==> src/rtl/trng_ctrl_pkg.sv <==
// ----------------------------------------------------------------------------
// trng_ctrl_pkg
// Shared types and helpers for the TRNG controller:
//   state_e    - controller FSM states
//   cnt_w()    - counter width able to hold 0..max_val
//   vn_res_t   - result of a von Neumann pair decode
//   vn_decode()- 01 -> accept 0, 10 -> accept 1, 00/11 -> reject
// No ports (package).
// ----------------------------------------------------------------------------
package trng_ctrl_pkg;

    typedef enum logic [2:0] {
        ST_IDLE,
        ST_SETTLE,
        ST_REST,
        ST_DELIVER,
        ST_FAIL
    } state_e;

    function automatic int cnt_w(input int max_val);
        return (max_val < 1) ? 1 : $clog2(max_val + 1);
    endfunction

    typedef struct packed {
        logic ok;     // pair carries a usable bit
        logic bit_v;  // the accepted bit
    } vn_res_t;

    // The first bit of an unequal pair is the accepted bit (10 -> 1, 01 -> 0).
    function automatic vn_res_t vn_decode(input logic first, input logic second);
        vn_res_t r;
        r.ok    = first ^ second;
        r.bit_v = first;
        return r;
    endfunction

endpackage

==> src/rtl/trng_ctrl_if.sv <==
// ----------------------------------------------------------------------------
// trng_ctrl_if
// Consumer-side word bus of the TRNG controller.
//   req     [N_REQ]  per-requester word request (held until vld or abandoned)
//   vld     [N_REQ]  one-cycle pulse, rd_data valid for that requester
//   rd_data [WORD_W] shared word bus
// Modports: master = consumers, slave = trng_ctrl.
// ----------------------------------------------------------------------------
interface trng_ctrl_if #(
    parameter int N_REQ  = 2,
    parameter int WORD_W = 8
) ();
    logic [N_REQ-1:0]  req;
    logic [N_REQ-1:0]  vld;
    logic [WORD_W-1:0] rd_data;

    modport master (output req, input  vld, input  rd_data);
    modport slave  (input  req, output vld, output rd_data);
endinterface

==> src/rtl/trng_rr_arb.sv <==
// ----------------------------------------------------------------------------
// trng_rr_arb
// N_REQ-way round-robin selector. Grant is combinational: the first requester
// at or after the pointer. The pointer moves past a requester only when told
// (a word was actually delivered), so abandoned words do not rotate priority.
// Ports:
//   clk, resetn  clock, async active-low reset (pointer -> requester 0)
//   req_i        request vector
//   adv_i        advance pointer to adv_idx_i + 1 (mod N_REQ)
//   adv_idx_i    requester that was just served
//   gnt_vld_o    some requester is selected
//   gnt_idx_o    selected requester index
// ----------------------------------------------------------------------------
module trng_rr_arb #(
    parameter int N_REQ = 2,
    parameter int IDX_W = $clog2(N_REQ)
) (
    input  logic             clk,
    input  logic             resetn,
    input  logic [N_REQ-1:0] req_i,
    input  logic             adv_i,
    input  logic [IDX_W-1:0] adv_idx_i,
    output logic             gnt_vld_o,
    output logic [IDX_W-1:0] gnt_idx_o
);
    localparam logic [IDX_W-1:0] LAST = IDX_W'(N_REQ - 1);

    logic [IDX_W-1:0] ptr_q, ptr_d;
    logic [IDX_W-1:0] j;

    always_comb begin
        gnt_vld_o = 1'b0;
        gnt_idx_o = ptr_q;
        j         = '0;
        for (int k = 0; k < N_REQ; k++) begin
            j = IDX_W'((int'(ptr_q) + k) % N_REQ);
            if (!gnt_vld_o && req_i[j]) begin
                gnt_vld_o = 1'b1;
                gnt_idx_o = j;
            end
        end
    end

    always_comb begin
        ptr_d = ptr_q;
        if (adv_i) ptr_d = (adv_idx_i == LAST) ? '0 : adv_idx_i + 1'b1;
    end

    always_ff @(posedge clk or negedge resetn) begin
        if (!resetn) ptr_q <= '0;
        else         ptr_q <= ptr_d;
    end
endmodule

==> src/rtl/trng_ctrl.sv <==
// ----------------------------------------------------------------------------
// trng_ctrl
// Sequences an external TRNG and shares it between N_REQ consumers. Each raw
// sample is taken after trng_req has been high SETTLE_CYC cycles, followed by
// one rest cycle; WORD_W accepted bits form a word delivered to the granted
// requester. A repetition-count health test on raw samples trips a sticky
// failure that blocks all service until health_clr.
// Optional build macro: TRNG_VN_DEBIAS_EN (von Neumann debiasing of raw pairs).
// Ports:
//   clk, resetn   clock, async active-low reset
//   bus           trng_ctrl_if.slave (req in, vld/rd_data out)
//   trng_bit      raw synchronised TRNG bit
//   trng_req      TRNG enable strobe
//   health_clr    clears the sticky failure (in FAIL) / repetition count
//   health_fail   sticky repetition-test failure
//   busy          high in SETTLE, REST, DELIVER
// ----------------------------------------------------------------------------
module trng_ctrl
    import trng_ctrl_pkg::*;
#(
    parameter int N_REQ      = 2,
    parameter int WORD_W     = 8,
    parameter int SETTLE_CYC = 4,
    parameter int REP_LIMIT  = 16
) (
    input  logic       clk,
    input  logic       resetn,
    trng_ctrl_if.slave bus,
    input  logic       trng_bit,
    output logic       trng_req,
    input  logic       health_clr,
    output logic       health_fail,
    output logic       busy
);
    localparam int IDX_W = $clog2(N_REQ);
    localparam int SC_W  = cnt_w(SETTLE_CYC);
    localparam int BC_W  = cnt_w(WORD_W);
    localparam int RP_W  = cnt_w(REP_LIMIT);

    localparam logic [SC_W-1:0] SC_LAST = SC_W'(SETTLE_CYC - 1);
    localparam logic [BC_W-1:0] BC_LAST = BC_W'(WORD_W - 1);
    localparam logic [RP_W-1:0] RP_MAX  = RP_W'(REP_LIMIT);

    state_e            state_q, state_d;
    logic [IDX_W-1:0]  grant_q, grant_d, arb_idx;
    logic              arb_vld;
    logic [SC_W-1:0]   sc_q, sc_d;
    logic [BC_W-1:0]   bc_q, bc_d;
    logic [WORD_W-1:0] sh_q, sh_d;
    logic [RP_W-1:0]   rep_q, rep_d;
    logic              prev_q, prev_d;
    logic              hfail_q, hfail_d;
    logic              acc_vld_q, acc_vld_d;
    logic              acc_bit_q, acc_bit_d;
`ifdef TRNG_VN_DEBIAS_EN
    logic              ph_q, ph_d;        // 1: first bit of a pair is held
    logic              first_q, first_d;
    vn_res_t           vn;
`endif

    logic req_g, settle_last, smp, trip;

    assign req_g       = bus.req[grant_q];
    assign settle_last = (sc_q == SC_LAST);
    assign smp         = (state_q == ST_SETTLE) && settle_last;

    trng_rr_arb #(.N_REQ(N_REQ), .IDX_W(IDX_W)) u_arb (
        .clk       (clk),
        .resetn    (resetn),
        .req_i     (bus.req),
        .adv_i     (state_q == ST_DELIVER),
        .adv_idx_i (grant_q),
        .gnt_vld_o (arb_vld),
        .gnt_idx_o (arb_idx)
    );

    // Health test: runs on every raw sample, independent of word boundaries.
    // health_clr wins over a coincident sample.
    always_comb begin
        rep_d   = rep_q;
        prev_d  = prev_q;
        hfail_d = hfail_q;
        trip    = 1'b0;
        if (smp) prev_d = trng_bit;
        if (health_clr) begin
            rep_d = '0;
            if (state_q == ST_FAIL) hfail_d = 1'b0;
        end else if (smp) begin
            if (rep_q == '0 || trng_bit != prev_q) rep_d = RP_W'(1);
            else if (rep_q != RP_MAX)              rep_d = rep_q + 1'b1;
            if (rep_d == RP_MAX) begin
                trip    = 1'b1;
                hfail_d = 1'b1;
            end
        end
    end

    // FSM: state register
    always_ff @(posedge clk or negedge resetn) begin
        if (!resetn) state_q <= ST_IDLE;
        else         state_q <= state_d;
    end

    // FSM: next state. Failure beats abandon, abandon beats progress.
    always_comb begin
        state_d = state_q;
        case (state_q)
            ST_IDLE:    if (arb_vld) state_d = ST_SETTLE;
            ST_SETTLE: begin
                if (trip)             state_d = ST_FAIL;
                else if (!req_g)      state_d = ST_IDLE;
                else if (settle_last) state_d = ST_REST;
            end
            ST_REST: begin
                if (!req_g)                          state_d = ST_IDLE;
                else if (acc_vld_q && bc_q == BC_LAST) state_d = ST_DELIVER;
                else                                 state_d = ST_SETTLE;
            end
            ST_DELIVER: state_d = ST_IDLE;
            ST_FAIL:    if (health_clr) state_d = ST_IDLE;
            default:    state_d = ST_IDLE;
        endcase
    end

    // FSM: outputs (Moore, so async reset forces all of them low at once)
    always_comb begin
        bus.vld     = '0;
        bus.rd_data = '0;
        trng_req    = 1'b0;
        busy        = 1'b0;
        case (state_q)
            ST_SETTLE: begin
                trng_req = 1'b1;
                busy     = 1'b1;
            end
            ST_REST:   busy = 1'b1;
            ST_DELIVER: begin
                busy              = 1'b1;
                bus.vld[grant_q]  = 1'b1;
                bus.rd_data       = sh_q;
            end
            default: ;
        endcase
    end

    assign health_fail = hfail_q;

    // Datapath. IDLE and FAIL clear all word state, which is what discards a
    // partial word on abandon or failure.
    always_comb begin
        grant_d   = grant_q;
        sc_d      = sc_q;
        bc_d      = bc_q;
        sh_d      = sh_q;
        acc_vld_d = acc_vld_q;
        acc_bit_d = acc_bit_q;
`ifdef TRNG_VN_DEBIAS_EN
        ph_d      = ph_q;
        first_d   = first_q;
        vn        = vn_decode(first_q, trng_bit);
`endif
        case (state_q)
            ST_IDLE, ST_FAIL: begin
                sc_d = '0;
                bc_d = '0;
                sh_d = '0;
`ifdef TRNG_VN_DEBIAS_EN
                ph_d = 1'b0;
`endif
                if (state_q == ST_IDLE && arb_vld) grant_d = arb_idx;
            end
            ST_SETTLE: begin
                sc_d = settle_last ? '0 : sc_q + 1'b1;
                if (smp) begin
`ifdef TRNG_VN_DEBIAS_EN
                    if (!ph_q) begin
                        ph_d      = 1'b1;
                        first_d   = trng_bit;
                        acc_vld_d = 1'b0;
                    end else begin
                        ph_d      = 1'b0;
                        acc_vld_d = vn.ok;
                        acc_bit_d = vn.bit_v;
                    end
`else
                    acc_vld_d = 1'b1;
                    acc_bit_d = trng_bit;
`endif
                end
            end
            ST_REST: begin
                if (acc_vld_q) begin
                    sh_d = {sh_q[WORD_W-2:0], acc_bit_q};
                    bc_d = bc_q + 1'b1;
                end
            end
            ST_DELIVER: bc_d = '0;
            default: ;
        endcase
    end

    always_ff @(posedge clk or negedge resetn) begin
        if (!resetn) begin
            grant_q   <= '0;
            sc_q      <= '0;
            bc_q      <= '0;
            sh_q      <= '0;
            rep_q     <= '0;
            prev_q    <= 1'b0;
            hfail_q   <= 1'b0;
            acc_vld_q <= 1'b0;
            acc_bit_q <= 1'b0;
`ifdef TRNG_VN_DEBIAS_EN
            ph_q      <= 1'b0;
            first_q   <= 1'b0;
`endif
        end else begin
            grant_q   <= grant_d;
            sc_q      <= sc_d;
            bc_q      <= bc_d;
            sh_q      <= sh_d;
            rep_q     <= rep_d;
            prev_q    <= prev_d;
            hfail_q   <= hfail_d;
            acc_vld_q <= acc_vld_d;
            acc_bit_q <= acc_bit_d;
`ifdef TRNG_VN_DEBIAS_EN
            ph_q      <= ph_d;
            first_q   <= first_d;
`endif
        end
    end
endmodule
==> src/flat_wrapper.sv <==
// flat-port wrapper written by rule: the top's interface ports become plain ports
module trng_ctrl_flat import trng_ctrl_pkg::*;
#(
    parameter int N_REQ      = 2,
    parameter int WORD_W     = 8,
    parameter int SETTLE_CYC = 4,
    parameter int REP_LIMIT  = 16
)
  (clk, resetn, trng_bit, trng_req, health_clr, health_fail, busy, bus_req, bus_vld, bus_rd_data);
  trng_ctrl_if #(.N_REQ(N_REQ), .WORD_W(WORD_W)) bus_i ();
  input  logic clk;
  input  logic resetn;
  input  logic trng_bit;
  output logic trng_req;
  input  logic health_clr;
  output logic health_fail;
  output logic busy;
  input wire logic [$bits(bus_i.req)-1:0] bus_req;
  output wire logic [$bits(bus_i.vld)-1:0] bus_vld;
  output wire logic [$bits(bus_i.rd_data)-1:0] bus_rd_data;
  assign bus_i.req = bus_req;
  assign bus_vld = bus_i.vld;
  assign bus_rd_data = bus_i.rd_data;
  trng_ctrl #(.N_REQ(N_REQ), .WORD_W(WORD_W), .SETTLE_CYC(SETTLE_CYC), .REP_LIMIT(REP_LIMIT)) u_core (.clk(clk), .resetn(resetn), .bus(bus_i), .trng_bit(trng_bit), .trng_req(trng_req), .health_clr(health_clr), .health_fail(health_fail), .busy(busy));
endmodule
==> config.mk <==
export PLATFORM = sky130hd
export DESIGN_NAME = trng_ctrl_flat
export DESIGN_NICKNAME = d
export VERILOG_FILES = /design/src/rtl/trng_ctrl_pkg.sv /design/src/rtl/trng_ctrl_if.sv /design/src/rtl/trng_rr_arb.sv /design/src/rtl/trng_ctrl.sv /design/src/flat_wrapper.sv
export SDC_FILE = /design/constraint.sdc
export NUM_CORES = 1
export LEC_CHECK = 0
export ABC_AREA = 1
export CAP_MARGIN = 20
export CORE_ASPECT_RATIO = 0.6
export CORE_MARGIN = 2
export CORE_UTILIZATION = 47
export DETAILED_ROUTE_END_ITERATION = 16
export PLACE_DENSITY = 0.69
export SYNTH_ARGS = -nofsm -noshare
export SYNTH_HDL_FRONTEND = slang
export SYNTH_SLANG_ARGS = --single-unit
==> constraint.sdc <==
create_clock -name clk -period 1.8 [get_ports clk]
set_input_delay 0.36 -clock clk [delete_from_list [all_inputs] [get_ports clk]]
set_output_delay 0.36 -clock clk [all_outputs]
set_load 0.1 [all_outputs]
-- Word-level counts from Yosys, hierarchy flattened
Cells that the tools add are included.
- reduce and logical (&&, ||, !) cells: 23
- add/sub/neg operators: 5
- equal/unequal tests: 14
- muxes and demuxes: 43
- $lt $le $gt $ge: 4
- operators by type and width (kind ; number):
    $mux W5 ; 6
    $mux W3 ; 7
    $mux W1 ; 20
    $mux W8 ; 2
    $pmux W8 S2 ; 1
    $pmux W3 S4 ; 1
    $reduce_bool A2 Y1 ; 5
    $eq A3 B2 Y1 const B ; 3
    $pmux W4 S2 ; 1
    $reduce_and A2 Y1 ; 4
    $lt A1 B2 Y1 const B ; 3
    $ne A2 B1 Y1 const B ; 3
    $pmux W3 S2 ; 1
    $reduce_and A3 Y1 ; 2
    $reduce_or A3 Y1 ; 2
    $add A5 B1 Y5 const B ; 1
    $eq A5 B5 Y1 const B ; 1
    $logic_and A1 B1 Y1 ; 5
    $logic_not A5 Y1 ; 1
    $ne A5 B5 Y1 const B ; 1
    $add A4 B1 Y4 const B ; 1
    $eq A4 B3 Y1 const B ; 1
    $mux W2 ; 2
    $mux W4 ; 1
    13 further kinds ; 14
- output and inout port bits: 13
- input port bits: 6
- bits in registers: 29
- logic and storage cells: 100

-- Longest topological paths before layout
- depth after elaboration: 11
- depth in mapped cells: 11
- gate-level depth less buffers: 11

-- By module
A second synthesis with hierarchy kept.
- cell total of the unflattened synthesis: 199
- area total of the unflattened synthesis: 1500.2 um2
- modules (own cells, without submodules) (module ; area each (um2) ; seq. area each (um2) ; cells an instance ; times used):
    trng_ctrl ; 1447.6 ; 675.6 ; 192 ; 1
    trng_rr_arb ; 52.6 ; 25.0 ; 7 ; 1

-- Least setup slack after synthesis
No wires, ideal clock.
- path type: reg2out
- start point: reg u_core.state_q[2]
- end point: out bus_vld[1]
- path buffers: 0
- setup slack: -0.802 ns
- data required time: 1.440 ns
- stages on the path, launching flop included: 6
- data arrival time: 2.242 ns
- path through: dfrtp_1 -> inv_1 -> nand2_1 -> nor2_1 -> clkinv_1 -> nor2_1
- longest elaborated chain between the ends: 2
- RTL lines (what ; line ; RTL):
    start, declared ; trng_ctrl.sv:44 ; state_e state_q, state_d;
    start signal, assigned ; trng_ctrl.sv:101 ; else state_q <= state_d;
    $eq A3 B2 Y1 ; trng_ctrl.sv:131 ; case (state_q)
    $mux W2 ; trng_ctrl.sv:131 ;
    end, declared ; flat_wrapper.sv:19 ; output wire logic [$bits(bus_i.vld)-1:0] bus_vld;
Every way passes these cells.

-- Worst setup path after layout
- start point: reg u_core.state_q[2]
- end point: out bus_rd_data[2]
- longest elaborated chain between the ends: 2
- RTL lines (what ; line ; RTL):
    $eq A3 B2 Y1 ; trng_ctrl.sv:131 ;
    $mux W8 ; trng_ctrl.sv:131 ;
    end, declared ; flat_wrapper.sv:20 ; output wire logic [$bits(bus_i.rd_data)-1:0] bus_rd_data;
Every way passes these cells.

==> impl_metrics.toml <==
[sta]
final_max_slew_viol_count = 0
fin_crit_ps = 1874
setup_violations = 10
setup_slack_ps = -73.92
timing.slew.headroom = 0.7314
fmax_mhz = 533.6
min_period_over_period = 1.041
rsz0062_at_grt = "true"
worst_slew_pin_slew_ps = 398.7
fin_skew_ps = 2.987
hold_viol = 0

[cts]
cts_tree = "yes"
clk_latency_ps = 270
cts_htree_levels = 1
cts-hold-fix-buffers = 0
numCtsBuffers = 3
clock-sinks = 28
clk_pin_slew_ps = 90
cts_root_buf = "clkbuf_8"
cts_buffer_depth = 2

[critical_path]
path_delay_family = "buffers and inverters"
reg2reg_from = "u_core.rep_q[0]"
end_kind = "primary output"
ff2ff_path_depth = 10
slowest_stage = "dfrtp_1"
crit_path_start = "u_core.state_q[2]"
critical_path_peak_fanout = 5
path_cells = "inv_2 -> nand2_4 -> nor2_4 -> clkinv_4 -> nor2_4 -> buf_12"
crit_top_cell = "nor2_4"
rrSetupSlack_ps = 130
crit_cells = 6
path_class = "reg2out"
max_stage_delay_ps = 400
crit_required_ps = 1440
worstSetupStartpointType = "flop"
crit_buf_inv = 3
crit_end = "bus_rd_data[2]"
worst-endpoint-arrival_ps = 1510
r2r-end = "u_core.state_q[0]"

[placed_design]
placed_area_mm2 = 0.001959
port_buffers = 18
dp_slack_ps = 6.639
dp_hpwl_um = 2581
gp_congestion = 0.9195

[drt]
first_pass_iters = 5
drt_iter0_markers = 114
avgViaCountPerCell = 5.146
wl_um = 3741
wl_per_cell_um = 13.65
dr_total_vias = 1410
route.detailed.drc = 0
drtAntennaViolNets = 0

[pwr]
p_leak_uw = 0.0009556
total_power_uw = 2582
power_density_mw_per_mm2 = 1214
irDropWorstVdd_v = 0.001257

[final_layout]
area_growth_pct = 41.78
final_nets = 244
fillers = 220
fin_area_mm2 = 0.002127
antenna_cells = 0
final_layout_size_suffix_gt1_frac = 0.2543

[yosys]
synthTopCellsByCount = "nand2_1, inv_1, nor2_1"
synth_edf_count = 0
synth_flop_cell = "dfrtp_1"
synthArstFlopShare = 1.000
synth_top_area_share = 0.4671
synth_area_mm2 = 0.001500
yosysSeqAreaShare = 0.4671
yosys.area.top_type = "dfrtp_1"
yosys_warnings = 0
syn_avg_cell_area_um2 = 7.615
yosysMostFrequentCell = "nand2_1"
postSynthCellCount = 197
ys_seq_elements = 28
synthDistinctLibCells = 24
synth_nets = 207
synth_area_leaders = "dfrtp_1, nand2_1, inv_1, nor2_1, nand3_1"

[grt]
grt_max_degree = 29
grt_overflow_total = 0
grt_pass1_wl_um = 5658
antenna_found_initial = 0
grt_usage = 0.2038
grt_pass1_vias = 1247

[hold_path]
hold_path.class = "in2async"

[outcome]
violations = "negative setup slack"
status = "finished with violations"

[run]
cap_violations = 0

[floorplan]
pin_count = 19
die_w_um = 76.94
die_h_um = 47.76
fp.dieArea_mm2 = 0.003674
rows = 15
start_util = 0.5091
core-area_mm2 = 0.002947
[how the worst min path moves through the flow]
stage / cells after the start / to / slack (ps)
detailed placement: 1 / u_core.bc_q[3] / 450
global route: 2 / u_core.rep_q[4] / 490
finish: 2 / u_core.rep_q[4] / 460
CTS: 1 / u_core.bc_q[3] / 470
global placement: 1 / u_core.bc_q[3] / 450
floorplan: 0 / u_core.acc_vld_q / 60
[layout by cell type, fill, tap and decap left out, drive strengths merged, types with 2 or more instances in the layout]
cell type and count:
ha 4, dfrtp 28, nand4 2, nor2 33, clkbuf 3, clkinv 2, nand2 41, clkdlybuf4s50 5
buf 28, nand3 22, a21oi 6, o22ai 2, inv 32, o21ai 20
[sequential cells by signal, summed over array words and instances, names as in the netlist]
signal	count
u_core.sh_q	8
u_core.rep_q	5
u_core.bc_q	4
u_core.sc_q	3
u_core.state_q	3
u_core.acc_vld_q	1
u_core.grant_q	1
u_core.health_fail	1
u_core.prev_q	1
u_core.u_arb.ptr_q	1
[power by group]
part           total (uW)  switching, uW  internal, uW  leakage [uW]
logic                1380            902           482      0.000562
registers             865            125           741      0.000373
clock network         333            183           150     0.0000216
[timing repair]
| action | in CTS | in global routing |
|---|---|---|
| pin swaps | 5 | 6 |
| buffers inserted | 3 | 10 |
| gates resized for setup | 7 | 1 |
| cloned | 1 | 0 |
| setup endpoints to repair | 10 | 13 |
[area by class of cell]
type / instances / area, um^2 / area share
Sequential cell: 28 / 700.7 / 0.3294
Timing Repair inverter: 1 / 8.758 / 0.004118
Timing Repair Buffer: 33 / 422.9 / 0.1988
Tap cell: 42 / 52.55 / 0.02471
Clock buffer: 3 / 41.29 / 0.01941
Multi-Input combinational cell: 134 / 762.0 / 0.3582
Inverter: 33 / 138.9 / 0.06529
[per-layer routing]
metal	share of wire	up-vias	global-route usage	wire [um]
li1	-	699	-	-
met1	0.47	653	0.2937	1746
met2	0.46	54	0.3246	1706
met3	0.071	4	0.05283	267
met4	0.0056	0	0.02909	21
met5	0	-	0	0
[stage by stage]
stage / utilization / cells / hold WS (ps) / setup TNS (ps)
2_1_floorplan: - / 197 / 64.41 / 0
3_3_place_gp: 0.6650 / 258 / 450.1 / 0
3_5_place_dp: 0.6650 / 258 / 454.1 / 0
4_1_cts: 0.6972 / 265 / 466.7 / -659.9
5_1_grt: 0.7219 / 274 / 486.4 / -1370
6_report: 0.7219 / 274 / 459.8 / -481.9
[kinds of logic (layout without fill, tap and decap cells)]
group,Yosys count,in the layout,share of synthesized area
AO/OA/AOI/OAI,30,30,0.1051
buffers and inverters,35,70,0.09340
AND/OR/NAND/NOR,100,100,0.3011
adder cells (fa/ha/maj),4,4,0.03336
flip-flops,28,28,0.4671
No activity file was read; power rests on OpenSTA's default activity.
